[src/rtl/matrix_scan_controller.sv]
// Column-multiplexed LED matrix scanner: per column FETCH row data, SHOW for dwell cycles,
// BLANK for blank cycles, then advance the column pointer in the selected direction.
module matrix_scan_controller #(
   parameter int unsigned COLS    = 5,
   parameter int unsigned ROWS    = 7,
   parameter int unsigned DWELL_W = 16,
   parameter int unsigned BLANK_W = 4,
   parameter int unsigned AW      = $clog2(COLS)
) (
   input  logic               clock,
   input  logic               reset,
   input  logic               i_enable,
   input  logic               i_restart,
   input  logic               i_dir,
   input  logic [DWELL_W-1:0] i_dwell,
   input  logic [BLANK_W-1:0] i_blank,
   input  logic [ROWS-1:0]    i_row_data,
   output logic [AW-1:0]      o_col_addr,
   output logic [COLS-1:0]    o_col_drive,
   output logic [ROWS-1:0]    o_row_drive,
   output logic               o_frame_start,
   output logic               o_busy
);

   localparam int unsigned CNT_W = (DWELL_W > BLANK_W) ? DWELL_W : BLANK_W;

   typedef enum logic [1:0] {IDLE, FETCH, SHOW, BLANK} state_t;

   state_t              r_state, w_state_nxt;
   logic [AW-1:0]       r_ptr, w_ptr_nxt, w_ptr_adv;
   logic [CNT_W-1:0]    r_cnt, w_cnt_nxt;
   logic [DWELL_W-1:0]  r_dwell, w_dwell_nxt;
   logic [BLANK_W-1:0]  r_blank, w_blank_nxt;
   logic [COLS-1:0]     r_col_drive, w_col_drive_nxt;
   logic [ROWS-1:0]     r_row_drive, w_row_drive_nxt;
   logic                r_frame_start, w_frame_start_nxt;
   logic                r_busy, w_busy_nxt;

   // Pointer step with wrap in either direction; dir only matters on the advance edge
   assign w_ptr_adv = i_dir ? ((r_ptr == '0) ? AW'(COLS - 1) : r_ptr - AW'(1))
                            : ((r_ptr == AW'(COLS - 1)) ? '0 : r_ptr + AW'(1));

   always_ff @(posedge clock or posedge reset) begin
      if (reset) begin
         r_state       <= IDLE;
         r_ptr         <= '0;
         r_cnt         <= '0;
         r_dwell       <= '0;
         r_blank       <= '0;
         r_col_drive   <= '0;
         r_row_drive   <= '0;
         r_frame_start <= 1'b0;
         r_busy        <= 1'b0;
      end else begin
         r_state       <= w_state_nxt;
         r_ptr         <= w_ptr_nxt;
         r_cnt         <= w_cnt_nxt;
         r_dwell       <= w_dwell_nxt;
         r_blank       <= w_blank_nxt;
         r_col_drive   <= w_col_drive_nxt;
         r_row_drive   <= w_row_drive_nxt;
         r_frame_start <= w_frame_start_nxt;
         r_busy        <= w_busy_nxt;
      end
   end

   // Next state: restart beats enable, enable beats the normal scan sequence
   always_comb begin
      w_state_nxt = r_state;
      w_ptr_nxt   = r_ptr;
      w_cnt_nxt   = r_cnt;
      w_dwell_nxt = r_dwell;
      w_blank_nxt = r_blank;
      if (i_restart) begin
         w_ptr_nxt   = '0;
         w_state_nxt = i_enable ? FETCH : IDLE;
      end else if (!i_enable) begin
         w_state_nxt = IDLE;
      end else begin
         case (r_state)
            IDLE: w_state_nxt = FETCH;
            FETCH: begin
               w_dwell_nxt = i_dwell;
               w_blank_nxt = i_blank;
               w_cnt_nxt   = (i_dwell == '0) ? '0 : CNT_W'(i_dwell - DWELL_W'(1));
               w_state_nxt = SHOW;
            end
            SHOW: begin
               if (r_cnt == '0) begin
                  w_ptr_nxt = w_ptr_adv;
                  if (r_blank != '0) begin
                     w_cnt_nxt   = CNT_W'(r_blank - BLANK_W'(1));
                     w_state_nxt = BLANK;
                  end else begin
                     w_state_nxt = FETCH;
                  end
               end else begin
                  w_cnt_nxt = r_cnt - CNT_W'(1);
               end
            end
            BLANK: begin
               if (r_cnt == '0) w_state_nxt = FETCH;
               else             w_cnt_nxt   = r_cnt - CNT_W'(1);
            end
            default: w_state_nxt = IDLE;
         endcase
      end
   end

   // Registered outputs follow the next state; drives are only non-zero while in SHOW
   always_comb begin
      w_col_drive_nxt   = '0;
      w_row_drive_nxt   = '0;
      w_frame_start_nxt = (w_state_nxt == FETCH) && (w_ptr_nxt == '0);
      w_busy_nxt        = (w_state_nxt != IDLE);
      if (w_state_nxt == SHOW) begin
         if (r_state == FETCH) begin
            w_col_drive_nxt = COLS'(1) << r_ptr;
            w_row_drive_nxt = i_row_data;
         end else begin
            w_col_drive_nxt = r_col_drive;
            w_row_drive_nxt = r_row_drive;
         end
      end
   end

   assign o_col_addr    = r_ptr;
   assign o_col_drive   = r_col_drive;
   assign o_row_drive   = r_row_drive;
   assign o_frame_start = r_frame_start;
   assign o_busy        = r_busy;

endmodule

[config.mk]
export PLATFORM = sky130hd
export DESIGN_NAME = matrix_scan_controller
export DESIGN_NICKNAME = d
export VERILOG_FILES = /design/src/rtl/matrix_scan_controller.sv
export SDC_FILE = /design/constraint.sdc
export NUM_CORES = 1
export LEC_CHECK = 0
export ABC_CLOCK_PERIOD_IN_PS = 2200
export CORE_UTILIZATION = 45
export DETAILED_ROUTE_END_ITERATION = 7
export PLACE_DENSITY = 0.72
export SETUP_SLACK_MARGIN = 0.1
export SLEW_MARGIN = 20
export SYNTH_ARGS = -nofsm -noshare
export SYNTH_HDL_FRONTEND = slang
export SYNTH_SLANG_ARGS = --single-unit
[constraint.sdc]
create_clock -name clock -period 2.2 [get_ports clock]
set_input_delay 0.44 -clock clock [delete_from_list [all_inputs] [get_ports clock]]
set_output_delay 0.44 -clock clock [all_outputs]
set_load 0.1 [all_outputs]
* Word-level counts from Yosys, hierarchy flattened
Cells that the tools add are included.
** Storage, ports and cells
- Bits in registers :: 39
- Bits of input ports :: 32
- Output and inout bits :: 17
- Word-level logic and storage cells :: 58
** Operators by class
- $add $sub $neg :: 5
- Equality and inequality tests :: 9
- Shifts and indexed selects :: 1
- Multiplexer cells :: 23
- Bitwise operators :: 1
- Reduce and logical (&&, ||, !) cells :: 11
** Operators with widths (number)
- 16-bit 2-to-1 mux :: 4
- 16-bit case mux with 3 select lines :: 1
- 16-bit logical NOT :: 2
- 16-bit by 1-bit subtractor with 16-bit output, second input constant :: 2
- 3-bit 2-to-1 mux :: 7
- 7-bit 2-to-1 mux :: 2
- 2-bit 2-to-1 mux :: 5
- 5-bit 2-to-1 mux :: 2
- 2-bit case mux with 4 select lines :: 1
- 2-bit == test, second input constant :: 3
- 3-bit logical NOT :: 2
- 5-bit AND reduction :: 1
- 1-bit by 3-bit left shift with 5-bit output, first input constant :: 1
- 4-bit by 1-bit subtractor with 5-bit output, second input constant :: 1
- 2-bit by 1-bit == test with 1-bit output, second input constant :: 2
- 4-bit nonzero test :: 1
- 3-bit by 1-bit adder with 3-bit output, second input constant :: 1
- 3-bit == test, second input constant :: 1
- 3-bit inequality test, second input constant :: 1
- 3-bit AND reduction :: 1
- 3-bit nonzero test :: 1
- 3-bit by 1-bit subtractor with 3-bit output, second input constant :: 1
- 2-bit logical NOT :: 1
- 2-bit by 1-bit inequality test with 1-bit output, second input constant :: 1
- 5 further kinds :: 5

* Depth between registers and ports, before layout
Gate-level depths: netlist of the first run.
- Depth after elaboration :: 9
- Depth in mapped cells :: 10
- Gate-level depth less buffers :: 8

* Worst setup path before layout of the first run
OpenSTA, ideal clock, no wires.
- Path kind :: reg-to-reg
- From :: reg r_cnt[0]
- To :: reg r_cnt[12]
- Arrival time :: 2223 ps
- Required time :: 2067 ps
- Setup slack :: -157 ps
- Cell stages (with the launch flop) :: 10
- Buffers on the path :: 2
- Cells stage by stage :: dfrtp_1 > inv_1 > ha_1 > or3b_2 > clkbuf_1 > o41ai_2 > buf_2 > a31oi_1 > o21ai_0 > o31ai_1
** On the way
- Cells in the longest elaborated chain, start to end :: 3
- Elaborated cells between the ends (all ways) :: 8
** Ends and longest elaborated chain
- start: declaration :: line 31 : logic [CNT_W-1:0] r_cnt, w_cnt_nxt;
- start signal: assignment :: line 57 : r_cnt <= w_cnt_nxt;
- 16-bit by 1-bit subtractor with 16-bit output / 16-bit logical NOT (equally long branches)
- 16-bit 2-to-1 mux (tied with other cells) :: line 102 : if (r_cnt == '0) w_state_nxt = FETCH;
- 16-bit case mux with 3 select lines / 5-bit AND reduction (equally long branches)
Several ways; a longest one is shown, not always the timed one. The select of a mux whose other input is x is not followed.
A chain may end at the register's enable or synchronous reset.

* Worst setup path in the final report of the first run
- From :: reg r_cnt[1]
- To :: reg r_cnt[6]
The elaborated chain is that of the path after synthesis.

==> results by group, run 1 <==
Outcome
  • Status: complete, no violations

Finish
  • Multi-input logic area: between 1500 and 2000 um^2
  • Antenna cells: 0
  • Fill cells: around 450
  • Register area: between 900 and 1000 um^2
  • Syn-to-layout area delta: 52.6%
  • Share of layout cells above drive strength 1: 0.362
  • Cell area after layout: 4030 um^2
  • Fin nets: roughly 470

STA
  • Skew final: ~11 ps
  • Sum of negative setup slack: 0 ps
  • Slew of the pin with the lowest slew margin: 506 ps
  • Final hold violations: 0
  • # setup viols final: 0
  • RSZ-0062 raised after global routing: yes
  • Tcrit/Tclk final: 0.975
  • Pins Over Slew Limit: 0
  • Slew headroom: 0.663
  • Minimum clock period: 2150 ps
  • Fmax: 466 MHz

Yosys
  • Cell taking the most area after synthesis: dfrtp_1
  • Post-Syn Nets: about 360
  • Netlist cell types: 53
  • Post-Synth Adder-Cell Area: 0.0521
  • Synth Area in XOR/XNOR: 0.0332
  • Synth Instances: approximately 320
  • Sequential share of the synthesized area: 0.370
  • Post-synth ARST share: 1.00
  • Synth warn: 0
  • Flop and latch count out of synthesis: 39
  • Post-synth EDFFs: 0
  • Multiplexer area fraction after synthesis: 0.0275
  • Synth Flop Type: dfrtp_1
  • Main combinational cell family by area after synthesis: simple AND/OR/NAND/NOR gates
  • Simple-gate share of the synthesized area: 0.249
  • Cell Area, Synth: 2640 um^2
  • Syn_area_per_cell: 8.30 um^2
  • Yosys top cell area share: 0.370
  • Post-synthesis compound-gate area fraction: 0.224
  • Commonest cells in the netlist: dfrtp_1, nand2_1, a21oi_1, nor2_1, o21ai_0
  • Synth top area cells: dfrtp_1, a21oi_1, nand2_1, ha_1, nor2_1

Hold path
  • HP Class: reg2reg
  • Hold Path Origin: o_row_drive[5]

Critical path
  • Crit path cell chain: inv_2, ha_4, or3b_4, or4_4, a31oi_1, o22a_1
  • Worst reg2reg path depth: 6
  • R2R Setup Slk: between 50 and 60 ps
  • Startpoint types: flop
  • Slowest cell on crit path: or4_4
  • Number of cells on the critical path: 6
  • WP data arrival: ~2400 ps
  • Worst Path Required: 2430 ps
  • Buf/Inv on CP: 1
  • Setup crit end: r_cnt[6]
  • Worst Setup SP: r_cnt[1]
  • FF-to-FF End: r_cnt[6]
  • Worst Setup Path Type: reg2reg
  • Reg2Reg Launch Point: r_cnt[1]
  • Top delay family on crit path: simple AND/OR/NAND/NOR gates
  • CP Capture Type: flop
  • Maximum fanout along the worst path: 7
  • Largest stage delay, worst path: a little over 600 ps

CTS
  • Clk slew on worst S/H paths: 70 ps
  • CTS Buffer Depth: 2
  • CTS buffer count: 5
  • H-tree depth: 2
  • Sinks on Clock Net: 39
  • Clk_lat worst skew: 300 ps
  • CTS tree: built
  • Root buffer cell: clkbuf_8

Floorplan
  • Initial cell density of the core: 0.474
  • Die H: around 80 um
  • Site Rows: 27
  • CORE AREA: ~5600 um^2
  • DIE WIDTH: slightly below 80 um
  • IO Pins: just under 50
  • Total die area: 6180 um^2

Placed design
  • Detailed Place HPWL: between 5 and 6 mm
  • Port Buffers: between 40 and 50
  • Dpl cell area: ~3600 um^2
  • Final RePlAce weighted congestion: 0.939

Power
  • Leak: between 0.0015 and 0.002 uW
  • Pwr Density: 627 nW/um^2
  • Clock group share of total power: 0.282
  • Gate power share: 0.345
  • Max VDD drop: roughly 0.47 mV
  • Int Power: roughly 1700 uW
  • NetSw: 842 uW
  • Switching Fraction: 0.334
  • Part of the power in registers: 0.373

GRT
  • GRT Residual Overflow: 0
  • Gr busiest metal: met2
  • Total track usage: 0.245
  • Largest net degree at the start of global routing: 40
  • Routing usage on met1: 0.328
  • Vias in the first global route: approximately 2,600
  • First-pass GRT wire length: 11.9 mm
  • Grt met2 use: 0.395
  • Initial antenna violation count: 0
  • Met3 global-route usage: 0.0360

Route
  • DR DRC count: 0
  • DR pass1 iterations: 4
  • Via Count: 2,829
  • Wire per inst: around 16 um
  • Starting DRT DRC Count: ~170
  • Post-route antenna net violation count: 0
  • Routed vias/inst: between 5 and 6
  • WL final: slightly below 8 mm

Job
  • Max_cap viols: 0
==> registers in the layout, indices dropped and copies added (netlist names) <==
signal	flops
o_col_addr	3
o_frame_start	1
o_row_drive	7
r_cnt	16
r_state	2
o_busy	1
r_blank	4
o_col_drive	5
==> logic make-up after synthesis <==
kind of cell | after synthesis
flops | 39
compound gates | 94
simple gates | 127
xor+xnor | 10
buf+inv | 30
fa+ha+maj | 11
mux | 7
==> layout by cell type, fill, tap and decap left out, drive strengths merged, types with 2 or more instances in the layout <==
master | Yosys | routed
and2 | 2 | 2
a31oi | 5 | 5
nor3 | 19 | 19
dlymetal6s2s | 0 | 3
xor2 | 5 | 5
mux2 | 2 | 2
a211oi | 2 | 2
o22ai | 4 | 4
nor4 | 7 | 7
or3 | 2 | 2
o311a | 2 | 2
nor2 | 30 | 30
clkbuf | 10 | 8
o31a | 2 | 2
inv | 17 | 17
nand3 | 3 | 3
a21oi | 33 | 33
bufinv | 0 | 2
xnor2 | 5 | 5
ha | 11 | 11
buf | 3 | 86
clkdlybuf4s15 | 0 | 2
mux2i | 5 | 5
nand2b | 4 | 4
o32a | 3 | 3
clkdlybuf4s50 | 0 | 19
nand2 | 39 | 39
dfrtp | 39 | 39
a21o | 3 | 3
nor2b | 4 | 4
nor3b | 2 | 2
nor4b | 2 | 2
and3 | 3 | 3
o21ai | 24 | 24
o31ai | 6 | 6
or4 | 6 | 6
==> worst register-to-register path: cells and delay by family (launching register included) <==
kind,cells,cell delay (ps)
DFF,1,400
and+or+nand+nor,2,1070
AOI/OAI and AO/OA,2,370
buffers and inverters,1,100
adders and majority gates,1,150
==> stage by stage <==
step / setup slack (ps) / power, uW / std cells / hold slack (ps) / utilization
floorplan: -20.1 / 1370 / 318 / 474 / -
global placement: -691 / 1670 / 477 / 495 / 0.650
detailed placement: -761 / 1690 / 477 / 501 / 0.650
CTS: 74.0 / 2410 / 488 / 520 / 0.688
global route: -1.81 / 2640 / 498 / 549 / 0.723
finish: 54.4 / 2520 / 498 / 523 / 0.723
==> routing by layer <==
metal | vias to the layer above | part of all wire
met3 | 7 | 0.062
met4 | 0 | 0.011
li1 | 1359 | -
met1 | 1357 | 0.43
met5 | - | 0
met2 | 106 | 0.50
==> worst min-delay path by stage <==
stage / to / slack (ps) / cells after the start
CTS: r_cnt[12] / 520 / 2
global placement: o_col_drive[2] / 500 / 2
finish: o_row_drive[5] / 520 / 2
floorplan: r_cnt[12] / 470 / 2
detailed placement: r_cnt[12] / 500 / 2
global route: o_row_drive[5] / 550 / 2
==> power groups by stage <==
| stage | Combinational, uW | Clock (uW) | Sequential, uW |
|---|---|---|---|
| after CTS | 771 | 721 | 923 |
| after detailed placement | 757 | 0 | 936 |
| after global routing | 935 | 758 | 951 |
| after global placement | 740 | 0 | 932 |
| after floorplan | 408 | 0 | 957 |
| final | 870 | 712 | 942 |
==> layout make-up <==
type | count | share of cell area
Multi-Input combinational cell | 249 | 0.444
Timing Repair Buffer | 113 | 0.237
Clock inverter | 2 | 0.0149
Tap cell | 72 | 0.0224
Sequential cell | 39 | 0.244
Inverter | 17 | 0.0202
Clock buffer | 6 | 0.0180
==> timing repair <==
action | in CTS | in global routing
pin swaps | 17 | 24
resized for setup | 43 | 44
hold buffers | 0 | 0
buffers inserted | 3 | 10
endpoints found under the setup margin | 17 | 22
No activity file was read; power rests on OpenSTA's default activity.
==> run 2, diff against run 1 <==
--- a/config.mk
+++ b/config.mk
@@ -5,12 +5,13 @@
 export SDC_FILE = /design/constraint.sdc
 export NUM_CORES = 1
 export LEC_CHECK = 0
-export ABC_CLOCK_PERIOD_IN_PS = 2200
+export ABC_CLOCK_PERIOD_IN_PS = 2600
 export CORE_UTILIZATION = 45
 export DETAILED_ROUTE_END_ITERATION = 7
-export PLACE_DENSITY = 0.72
+export PLACE_DENSITY = 0.69
+export REMOVE_ABC_BUFFERS = 1
 export SETUP_SLACK_MARGIN = 0.1
-export SLEW_MARGIN = 20
+export SLEW_MARGIN = 10
 export SYNTH_ARGS = -nofsm -noshare
 export SYNTH_HDL_FRONTEND = slang
 export SYNTH_SLANG_ARGS = --single-unit
==> constraint.sdc (replaced) <==
create_clock -name clock -period 2.6 [get_ports clock]
set_input_delay 0.52 -clock clock [delete_from_list [all_inputs] [get_ports clock]]
set_output_delay 0.52 -clock clock [all_outputs]
set_load 0.1 [all_outputs]
==> run 2 against run 1 <==
- critical path depth increased by 2
- first-iteration DRC count fell by 32%
- worst hold slack is essentially flat
- via count down 8.1%
- sequential cell count unchanged
- die area did not move
- final cell count down 6.0%
- global-route usage down 0.46 points
- routed wire length shrank 14%
- core utilization down 8.7 points
==> results by group, run 2 (synthesis gave the netlist of run 1 again) <==
Finish
  • Most frequent cells in the layout: buf_4, nand2_1, dfrtp_1, a21oi_1, nor2_1
  • Fin nets: about 440
  • Commonest non-fill, non-tap cell in the layout: buf_4
  • Non-filler instance count after layout: about 470
  • Largest register FFs: 16
  • Fill cells: around 510
  • Antenna cells: 0
  • Register area: roughly 980 um^2
  • Share of layout cells above drive strength 1: 0.215
  • Multi-input logic area: between 1500 and 2000 um^2
  • Largest register by flop count: r_cnt
  • Syn-to-layout area delta: 34.3%

CTS
  • CTS Buffer Depth: 2
  • H-tree depth: 2
  • Root buffer cell: clkbuf_8
  • Clk slew on worst S/H paths: 80 ps
  • Sinks on Clock Net: 39
  • Clk_lat worst skew: between 200 and 300 ps
  • CTS Hold Bufs: 0
  • CTS tree: built
  • CTS buffer count: 5

STA
  • Skew final: approximately 5.8 ps
  • RSZ-0062 raised after global routing: no
  • Minimum clock period: 2400 ps
  • Tcrit/Tclk final: 0.924
  • Slew headroom: 0.660
  • Post-route setup slack: around 200 ps
  • Pins Over Slew Limit: 0
  • # setup viols final: 0
  • Slew of the pin with the lowest slew margin: approximately 500 ps
  • Sum of negative setup slack: 0 ps
  • Fmax: 416 MHz
  • Final hold violations: 0

GRT
  • First-pass GRT wire length: 11.8 mm
  • Initial antenna violation count: 0
  • Largest net degree at the start of global routing: 40
  • Vias in the first global route: 2,634
  • Total track usage: 0.240
  • GRT Residual Overflow: 0

Power
  • NetSw: around 630 uW
  • Gate power share: 0.294
  • Clock group share of total power: 0.277
  • Part of the power in registers: 0.428
  • Int Power: 1220 uW
  • Switching Fraction: 0.340
  • Leak: 0.00155 uW
  • Pwr Density: 520 nW/um^2
  • Max VDD drop: 0.276 mV
  • Power Total: between 1500 and 2000 uW

Placed design
  • Pre-CTS setup slack: -288 ps
  • Detailed Place HPWL: roughly 5.1 mm
  • Port Buffers: 48
  • Final RePlAce weighted congestion: 0.830
  • Post-Place Cells: approximately 460

Outcome
  • Status: complete, no violations

Critical path
  • WP data arrival: between 2000 and 3000 ps
  • Maximum fanout along the worst path: 5
  • Worst reg2reg path depth: 7
  • Startpoint types: input port
  • Worst Path Required: between 2000 and 3000 ps
  • CP Capture Type: flop
  • Worst Setup Path Type: in2reg

Job
  • Max_cap viols: 0

Hold path
  • Hold path cells: 2
  • HP Class: reg2reg

Route
  • Wire per inst: between 10 and 15 um
  • Post-route antenna net violation count: 0
  • Routed vias/inst: around 5.6
  • DR pass1 iterations: 4
  • WL final: ~6.7 mm
  • Via Count: roughly 2,600
  • Starting DRT DRC Count: about 110
  • DR DRC count: 0

Floorplan
  • DIE WIDTH: ~79 um
  • Total die area: 6180 um^2
  • CORE AREA: around 5600 um^2
  • Die H: ~79 um
  • Initial cell density of the core: 0.474
  • Site Rows: 27
  • IO Pins: between 40 and 50
run 2: power groups by stage:
stage,sequential (uW),clock [uW],combinational [uW]
2_1_floorplan,807,0,296
3_3_place_gp,795,0,527
3_5_place_dp,796,0,532
4_1_cts,785,517,538
5_1_grt,803,553,607
6_report,790,512,543
run 2: path summary, 6_finish.rpt:
kind	from	slack, ps	endpoint
min in group asynchronous	reset	650	o_row_drive[2]
hold / removal	o_col_drive[0]	520	o_col_drive[0]
max in group asynchronous	reset	1590	r_cnt[5]
hold reg to reg	o_col_drive[0]	520	o_col_drive[0]
setup / recovery	i_dwell[1]	200	r_cnt[13]
setup reg to reg	r_cnt[1]	250	o_frame_start
run 2: cell type report:
cell class / instances / area share
sequential: 39 / 0.275
timing repair buffer: 83 / 0.197
clock buffer: 5 / 0.0194
multi-input combinational: 249 / 0.453
tap: 72 / 0.0254
clock inverter: 3 / 0.0124
inverter: 17 / 0.0180
run 2: critical path, stage by stage:
cell	delay (ps)
dlygate4sd2_1	240
buf_4	130
or4_4	530
or4_4	540
nor4_1	270
xor2_1	110
a22oi_1	160
o21ai_1	70
run 2: metrics by stage:
step / hold slack, ps / cell area (um^2) / utilization
finish: 523 / 3540 / 0.636
global route: 546 / 3540 / 0.636
CTS: 525 / 3520 / 0.632
detailed placement: 504 / 3370 / 0.605
global placement: 501 / 3370 / 0.605
floorplan: 474 / 2590 / -
run 2: repair_timing:
item | 4_1_cts | 5_1_grt
resized for setup | 11 | 6
buffers inserted | 1 | 0
gates cloned | 0 | 0
endpoints found under the setup margin | 6 | 13
pin swaps | 9 | 4
run 2: per-layer routing:
metal  vias up  share of wire  global-route usage
met5         -              0                   0
met4         0          0.013              0.0815
met3         8          0.052              0.0349
met2        84           0.49               0.427
met1      1200           0.44               0.294
li1       1307              -                   -
